<file path="src/rtl/coord_mem_arbiter_if.sv">
// Bus bundle between the coordinate arbiter, its collector/engine requesters and the node RAM.
// slave = arbiter side, master = requesters + RAM side.
interface coord_mem_arbiter_if #(
  parameter int unsigned ADDR_W  = 6,
  parameter int unsigned COORD_W = 8
) ();
  logic                 clear;
  logic                 init_done;
  logic                 wr_req;
  logic [COORD_W-1:0]   wr_x;
  logic [COORD_W-1:0]   wr_y;
  logic                 wr_gnt;
  logic                 wr_err;
  logic                 rd_req;
  logic [ADDR_W-1:0]    rd_addr;
  logic                 rd_gnt;
  logic                 rd_valid;
  logic [COORD_W-1:0]   rd_x;
  logic [COORD_W-1:0]   rd_y;
  logic                 rd_oob;
  logic                 mem_we;
  logic                 mem_re;
  logic [ADDR_W-1:0]    mem_addr;
  logic [2*COORD_W-1:0] mem_wdata;
  logic [2*COORD_W-1:0] mem_rdata;
  logic [ADDR_W:0]      node_count;
  logic                 full;
  logic                 frozen;

  modport slave (
    input  clear, init_done, wr_req, wr_x, wr_y, rd_req, rd_addr, mem_rdata,
    output wr_gnt, wr_err, rd_gnt, rd_valid, rd_x, rd_y, rd_oob,
           mem_we, mem_re, mem_addr, mem_wdata, node_count, full, frozen
  );

  modport master (
    output clear, init_done, wr_req, wr_x, wr_y, rd_req, rd_addr, mem_rdata,
    input  wr_gnt, wr_err, rd_gnt, rd_valid, rd_x, rd_y, rd_oob,
           mem_we, mem_re, mem_addr, mem_wdata, node_count, full, frozen
  );
endinterface

</file>
<file path="src/rtl/coord_mem_arbiter.sv">
// Single-port node-coordinate RAM arbiter: sequential collector writes, engine reads, round-robin on ties.
// Optional seven-segment node-count status outputs under macro COORD_HEX_STATUS_EN.
module coord_mem_arbiter #(
  parameter int unsigned ADDR_W  = 6,
  parameter int unsigned COORD_W = 8
) (
  input  logic              clk,
  input  logic              reset,
`ifdef COORD_HEX_STATUS_EN
  output logic [6:0]        hex0,
  output logic [6:0]        hex1,
`endif
  coord_mem_arbiter_if.slave bus
);
  localparam int unsigned      CNT_W    = ADDR_W + 1;
  localparam int unsigned      DATA_W   = 2 * COORD_W;
  localparam logic [CNT_W-1:0] CAPACITY = CNT_W'(1) << ADDR_W;

  typedef enum logic {S_LOAD = 1'b0, S_RUN = 1'b1} state_t;
  typedef enum logic {SIDE_WRITE = 1'b0, SIDE_READ = 1'b1} side_t;

  state_t             r_state, w_state_nxt;
  side_t              r_rr_last;
  logic [CNT_W-1:0]   r_count;
  logic               r_rd_valid;
  logic               r_rd_oob;
  logic [COORD_W-1:0] r_x_hold;
  logic [COORD_W-1:0] r_y_hold;

  logic               w_active, w_full, w_wr_elig, w_wr_want, w_rd_want;
  logic               w_contend, w_wr_gnt, w_rd_gnt, w_rd_inrange;
  logic [COORD_W-1:0] w_rd_x, w_rd_y;

  // Request qualification; reset low or clear suppresses every grant combinationally.
  assign w_active     = reset & ~bus.clear;
  assign w_full       = (r_count == CAPACITY);
  assign w_wr_elig    = (r_state == S_LOAD) & ~w_full;
  assign w_wr_want    = w_active & bus.wr_req & w_wr_elig;
  assign w_rd_want    = w_active & bus.rd_req;
  assign w_contend    = w_wr_want & w_rd_want;
  assign w_wr_gnt     = w_wr_want & (~w_rd_want | (r_rr_last == SIDE_READ));
  assign w_rd_gnt     = w_rd_want & ~w_wr_gnt;
  assign w_rd_inrange = ({1'b0, bus.rd_addr} < r_count);

  // Returned coordinates pass RAM data through on the valid cycle, otherwise hold.
  assign w_rd_x = r_rd_valid ? (r_rd_oob ? '0 : bus.mem_rdata[DATA_W-1:COORD_W]) : r_x_hold;
  assign w_rd_y = r_rd_valid ? (r_rd_oob ? '0 : bus.mem_rdata[COORD_W-1:0])      : r_y_hold;

  always_ff @(posedge clk or negedge reset) begin
    if (!reset) r_state <= S_LOAD;
    else        r_state <= w_state_nxt;
  end

  always_comb begin
    w_state_nxt = r_state;
    if (bus.clear)                                 w_state_nxt = S_LOAD;
    else if ((r_state == S_LOAD) && bus.init_done) w_state_nxt = S_RUN;
  end

  always_comb begin
    bus.wr_gnt     = w_wr_gnt;
    bus.rd_gnt     = w_rd_gnt;
    bus.wr_err     = w_active & bus.wr_req & ~w_wr_elig;
    bus.mem_we     = 1'b0;
    bus.mem_re     = 1'b0;
    bus.mem_addr   = '0;
    bus.mem_wdata  = '0;
    bus.rd_valid   = r_rd_valid;
    bus.rd_oob     = r_rd_oob;
    bus.rd_x       = w_rd_x;
    bus.rd_y       = w_rd_y;
    bus.node_count = r_count;
    bus.full       = w_full;
    bus.frozen     = (r_state == S_RUN);
    if (w_wr_gnt) begin
      bus.mem_we    = 1'b1;
      bus.mem_addr  = r_count[ADDR_W-1:0];
      bus.mem_wdata = {bus.wr_x, bus.wr_y};
    end else if (w_rd_gnt && w_rd_inrange) begin
      bus.mem_re   = 1'b1;
      bus.mem_addr = bus.rd_addr;
    end
  end

  // Node count, round-robin history and read-return pipeline.
  always_ff @(posedge clk or negedge reset) begin
    if (!reset) begin
      r_count    <= '0;
      r_rr_last  <= SIDE_READ;
      r_rd_valid <= 1'b0;
      r_rd_oob   <= 1'b0;
      r_x_hold   <= '0;
      r_y_hold   <= '0;
    end else begin
      r_rd_valid <= w_rd_gnt;
      r_rd_oob   <= w_rd_gnt & ~w_rd_inrange;
      if (r_rd_valid) begin
        r_x_hold <= w_rd_x;
        r_y_hold <= w_rd_y;
      end
      if (w_contend) r_rr_last <= w_wr_gnt ? SIDE_WRITE : SIDE_READ;
      if (bus.clear)     r_count <= '0;
      else if (w_wr_gnt) r_count <= r_count + CNT_W'(1);
    end
  end

`ifdef COORD_HEX_STATUS_EN
  function automatic logic [6:0] seg7(input logic [3:0] v);
    case (v)
      4'h0: seg7 = 7'b1000000;  4'h1: seg7 = 7'b1111001;
      4'h2: seg7 = 7'b0100100;  4'h3: seg7 = 7'b0110000;
      4'h4: seg7 = 7'b0011001;  4'h5: seg7 = 7'b0010010;
      4'h6: seg7 = 7'b0000010;  4'h7: seg7 = 7'b1111000;
      4'h8: seg7 = 7'b0000000;  4'h9: seg7 = 7'b0010000;
      4'hA: seg7 = 7'b0001000;  4'hB: seg7 = 7'b0000011;
      4'hC: seg7 = 7'b1000110;  4'hD: seg7 = 7'b0100001;
      4'hE: seg7 = 7'b0000110;  default: seg7 = 7'b0001110;
    endcase
  endfunction

  logic [7:0] w_cnt8;
  assign w_cnt8 = 8'(r_count);

  always_ff @(posedge clk or negedge reset) begin
    if (!reset) begin
      hex0 <= 7'b1000000;
      hex1 <= 7'b1000000;
    end else begin
      hex0 <= seg7(w_cnt8[3:0]);
      hex1 <= seg7(w_cnt8[7:4]);
    end
  end
`endif
endmodule

</file>
<file path="src/flat_wrapper.sv">
// flat-port wrapper written by rule: the top's interface ports become plain ports
module coord_mem_arbiter_flat 
#(
  parameter int unsigned ADDR_W  = 6,
  parameter int unsigned COORD_W = 8
)
  (clk, reset, bus_clear, bus_init_done, bus_wr_req, bus_wr_x, bus_wr_y, bus_rd_req, bus_rd_addr, bus_mem_rdata, bus_wr_gnt, bus_wr_err, bus_rd_gnt, bus_rd_valid, bus_rd_x, bus_rd_y, bus_rd_oob, bus_mem_we, bus_mem_re, bus_mem_addr, bus_mem_wdata, bus_node_count, bus_full, bus_frozen);
  coord_mem_arbiter_if #(.ADDR_W(ADDR_W), .COORD_W(COORD_W)) bus_i ();
  input  logic clk;
  input  logic reset;
  input wire logic [$bits(bus_i.clear)-1:0] bus_clear;
  input wire logic [$bits(bus_i.init_done)-1:0] bus_init_done;
  input wire logic [$bits(bus_i.wr_req)-1:0] bus_wr_req;
  input wire logic [$bits(bus_i.wr_x)-1:0] bus_wr_x;
  input wire logic [$bits(bus_i.wr_y)-1:0] bus_wr_y;
  input wire logic [$bits(bus_i.rd_req)-1:0] bus_rd_req;
  input wire logic [$bits(bus_i.rd_addr)-1:0] bus_rd_addr;
  input wire logic [$bits(bus_i.mem_rdata)-1:0] bus_mem_rdata;
  output wire logic [$bits(bus_i.wr_gnt)-1:0] bus_wr_gnt;
  output wire logic [$bits(bus_i.wr_err)-1:0] bus_wr_err;
  output wire logic [$bits(bus_i.rd_gnt)-1:0] bus_rd_gnt;
  output wire logic [$bits(bus_i.rd_valid)-1:0] bus_rd_valid;
  output wire logic [$bits(bus_i.rd_x)-1:0] bus_rd_x;
  output wire logic [$bits(bus_i.rd_y)-1:0] bus_rd_y;
  output wire logic [$bits(bus_i.rd_oob)-1:0] bus_rd_oob;
  output wire logic [$bits(bus_i.mem_we)-1:0] bus_mem_we;
  output wire logic [$bits(bus_i.mem_re)-1:0] bus_mem_re;
  output wire logic [$bits(bus_i.mem_addr)-1:0] bus_mem_addr;
  output wire logic [$bits(bus_i.mem_wdata)-1:0] bus_mem_wdata;
  output wire logic [$bits(bus_i.node_count)-1:0] bus_node_count;
  output wire logic [$bits(bus_i.full)-1:0] bus_full;
  output wire logic [$bits(bus_i.frozen)-1:0] bus_frozen;
  assign bus_i.clear = bus_clear;
  assign bus_i.init_done = bus_init_done;
  assign bus_i.wr_req = bus_wr_req;
  assign bus_i.wr_x = bus_wr_x;
  assign bus_i.wr_y = bus_wr_y;
  assign bus_i.rd_req = bus_rd_req;
  assign bus_i.rd_addr = bus_rd_addr;
  assign bus_i.mem_rdata = bus_mem_rdata;
  assign bus_wr_gnt = bus_i.wr_gnt;
  assign bus_wr_err = bus_i.wr_err;
  assign bus_rd_gnt = bus_i.rd_gnt;
  assign bus_rd_valid = bus_i.rd_valid;
  assign bus_rd_x = bus_i.rd_x;
  assign bus_rd_y = bus_i.rd_y;
  assign bus_rd_oob = bus_i.rd_oob;
  assign bus_mem_we = bus_i.mem_we;
  assign bus_mem_re = bus_i.mem_re;
  assign bus_mem_addr = bus_i.mem_addr;
  assign bus_mem_wdata = bus_i.mem_wdata;
  assign bus_node_count = bus_i.node_count;
  assign bus_full = bus_i.full;
  assign bus_frozen = bus_i.frozen;
  coord_mem_arbiter #(.ADDR_W(ADDR_W), .COORD_W(COORD_W)) u_core (.clk(clk), .reset(reset), .bus(bus_i));
endmodule
</file>
<file path="config.mk">
export PLATFORM = sky130hd
export DESIGN_NAME = coord_mem_arbiter_flat
export DESIGN_NICKNAME = d
export VERILOG_FILES = /design/src/rtl/coord_mem_arbiter_if.sv /design/src/rtl/coord_mem_arbiter.sv /design/src/flat_wrapper.sv
export SDC_FILE = /design/constraint.sdc
export NUM_CORES = 1
export LEC_CHECK = 0
export BUFFER_PORTS_ARGS = -buffer_cell sky130_fd_sc_hd__buf_2
export CAP_MARGIN = 10
export CORE_MARGIN = 2
export CORE_UTILIZATION = 25
export CTS_CLUSTER_SIZE = 12
export DETAILED_ROUTE_END_ITERATION = 6
export GPL_ROUTABILITY_DRIVEN = 0
export HOLD_SLACK_MARGIN = 0.12
export SKIP_LAST_GASP = 1
export SYNTH_ARGS = -nofsm -noshare
export SYNTH_HDL_FRONTEND = slang
export SYNTH_SLANG_ARGS = --single-unit
</file>
<file path="constraint.sdc">
create_clock -name clk -period 2.67 [get_ports clk]
set_clock_uncertainty 0.2 [all_clocks]
set_input_delay 0.534 -clock clk [delete_from_list [all_inputs] [get_ports clk]]
set_output_delay 0.534 -clock clk [all_outputs]
set_load 0.05 [all_outputs]
</file>
==> flow_metrics.env <==
export IMPL_fmax_mhz=358
export IMPL_drc_errors=0
export IMPL_gr_total_overflow=0
export IMPL_power_mw=1.22
export IMPL_setup_viol=24
export IMPL_violations="setup timing"
export IMPL_ys_ff_latch=27
export IMPL_worst_pin_slew_ps=350
export IMPL_place_area_um2=2420
export IMPL_peakVddDrop_uv=366
export IMPL_slew_headroom_pct=76.5
export IMPL_fin_crit_ps=2790
export IMPL_clockPowerShare_pct=18.8
export IMPL_holdCritPathClass="in2async"
export IMPL_initial_utilization_pct=26.1
export IMPL_worstSetupPathType="reg2out"
export IMPL_p_comb_share_pct=41.0
export IMPL_synth_edff_count=0
export IMPL_grt_max_degree=35
export IMPL_final_net_count=358
export IMPL_cts_buffer_depth=2
export IMPL_coreArea_um2=6390
export IMPL_synth_xor_area_share_pct=2.63
export IMPL_dpl_cell_count=377
export IMPL_synth_top_area_share_pct=39.0
export IMPL_finalHoldViolCount=0
export IMPL_seqPwrFrac_pct=40.2
export IMPL_synth_largest_area_cell="dfrtp_1"
export IMPL_p_leak_nw=1.30
export IMPL_track_usage_pct=12.6
export IMPL_cp_required_ps=1940
export IMPL_arrival_ps=2060
export IMPL_row_count=29
export IMPL_h_tree_depth=1
export IMPL_dr_pass1_iters=4
export IMPL_synth_area_top_cells="dfrtp_1 39%, o21ai_0 11%, and2_1 6.8%, nand2_1 5.6%, ha_1 5.3%"
export IMPL_clk_pin_slew_ps=90
export IMPL_die_h_um=85.7
export IMPL_grt_pass1_wl_um=7490
export IMPL_nFillCells=682
export IMPL_muxShareOfSynthArea_pct=1.20
export IMPL_syn_instance_count=199
export IMPL_cts_tree="yes"
export IMPL_routedWlPerCell_um=12.4
export IMPL_clk_latency_ps=270
export IMPL_finalWirelength_um=4760
export IMPL_p_switching_mw=0.497
export IMPL_syn_area_um2=1670
export IMPL_avgSynthCellArea_um2=8.38
export IMPL_intPower_mw=0.721
export IMPL_synth_compound_area_share_pct=15.7
export IMPL_place_ws_ps=-65.1
export IMPL_async_reset_ff_share_pct=100
export IMPL_finalNonFillerCells=383
export IMPL_drtAntennaViolNets=0
export IMPL_yosys_top_cells_count="36 x o21ai_0, 26 x dfrtp_1, 25 x nand2_1, 23 x inv_1, 18 x and2_1"
export IMPL_hpwl_um=3720
export IMPL_drive_gt1_share_pct=50.7
export IMPL_numCtsBuffers=3
export IMPL_diodes=0
export IMPL_grt_pass1_vias=1582
export IMPL_timing_final_crit_share_pct=105
export IMPL_setup_ws_ps=-124
export IMPL_synth_nets=250
export IMPL_drt_iter0_markers=58
export IMPL_antenna_found_initial=0
export IMPL_die_w_um=85.7
export IMPL_ys_warn_count=0
export IMPL_crit_fanout=9
export IMPL_yosysSeqAreaShare_pct=40.6
export IMPL_status="finished, violations left"
export IMPL_syn2layout_area_growth_pct=56.8
export IMPL_synthAdderAreaFrac_pct=5.25
export IMPL_switching_share_pct=40.8
export IMPL_io_pins=98
export IMPL_via_count=1693
export IMPL_power_density_nw_per_um2=466
export IMPL_design_area_um2=2620
export IMPL_rsz0062_at_grt="yes"
export IMPL_setup_tns_final_ps=-2270
export IMPL_postLayoutCoreUtil_pct=40.9
export IMPL_cts_sinks=27
export IMPL_cts_root_buf="clkbuf_8"
export IMPL_synthSimpleGateAreaFrac_pct=25.3
export IMPL_via_per_inst=4.42
export IMPL_synth_most_common_cell="o21ai_0"
export IMPL_start_kind="flip-flop"
export IMPL_synthFlopType="dfrtp_1"
export IMPL_end_kind="output port"
export IMPL_ys_types=33
export IMPL_maxCapViolations=0
export IMPL_synth_top_family_by_area="simple AND/OR/NAND/NOR gates"
export IMPL_port_buffers=97
export IMPL_slew_violations=0
export IMPL_die_area_um2=7340
export IMPL_fin_hold_ws_ps=127
[metal layers]
layer  wire (um)  track usage (%)  vias up  part of all wire [%]
li1            -                -      871                     -
met1        2110             16.5      755                    44
met2        2280             21.9       63                    48
met3         338             2.21        4                   7.1
met4          27             2.60        0                  0.57
met5           0                0        -                     0
[layout by cell type, fill, tap and decap left out, types with 6 or more instances in the layout]
master	Yosys	layout
buf_2	0	71
buf_4	1	29
nand2_1	25	25
inv_1	23	21
dfrtp_1	26	20
o21ai_1	0	16
o21ai_0	36	16
and2_2	0	8
and2_4	0	8
buf_6	3	8
nor2_1	9	7
ha_1	7	7
nand3_1	6	6
dfrtp_2	0	6
[cell families (layout without fill, tap and decap cells)]
logic type,after synthesis,after routing
AOI/OAI and AO/OA,46,46
xor gates and xnor gates,5,5
adders and majority gates,7,7
buffers and inverters,34,141
DFF,27,27
muxes,2,2
and+or+nand+nor,78,78
[layout make-up]
cell class                 instances  area [um2]  share of cell area [%]
multi-input combinational        138         963                    36.8
timing repair buffer             113         731                    27.9
sequential                        27         684                    26.2
inverter                          24        95.1                    3.64
tap                               77        96.3                    3.68
clock buffer                       4        45.0                    1.72
[final timing paths]
path,start,end,slack (ps),cells after the start
max,u_core.bus.node_count[2],bus_mem_addr[4],-120,6
max reg2reg,u_core.bus.node_count[2],u_core.bus.rd_oob,650,7
min reg2reg,u_core.r_y_hold[2],u_core.r_y_hold[2],330,2
min in group clk,bus_init_done,u_core.bus.frozen,280,3
min,reset,u_core.bus.node_count[4],130,2
max in group asynchronous,reset,u_core.bus.node_count[0],1640,2
[power by group through the flow]
stage          logic, mW  clock network, mW  registers [mW]
2_1_floorplan      0.346                  0           0.506
3_3_place_gp       0.480                  0           0.495
3_5_place_dp       0.485                  0           0.498
4_1_cts            0.500              0.240           0.490
5_1_grt            0.536              0.256           0.496
6_report           0.500              0.229           0.490
[state kept, by name, indices dropped and copies added (netlist names)]
signal                 count
u_core.bus.frozen          1
u_core.bus.node_count      7
u_core.bus.rd_oob          1
u_core.bus.rd_valid        1
u_core.r_rr_last           1
u_core.r_x_hold            8
u_core.r_y_hold            8
[critical path: stages, from the launching register on]
cell and delay [ps]:
dfrtp_2 430, or4_4 540, o211ai_4 200, buf_12 160, nand3_1 120, o21ai_4 170
buf_6 170
[repair_timing]
action,in CTS,in global routing
endpoints found under the hold margin,2,0
endpoints found under the setup margin,26,26
pin swaps,1,0
setup buffers,1,0
gates resized for setup,35,9
hold buffers,1,0
Note: power is estimated with default switching activity, not from simulation.
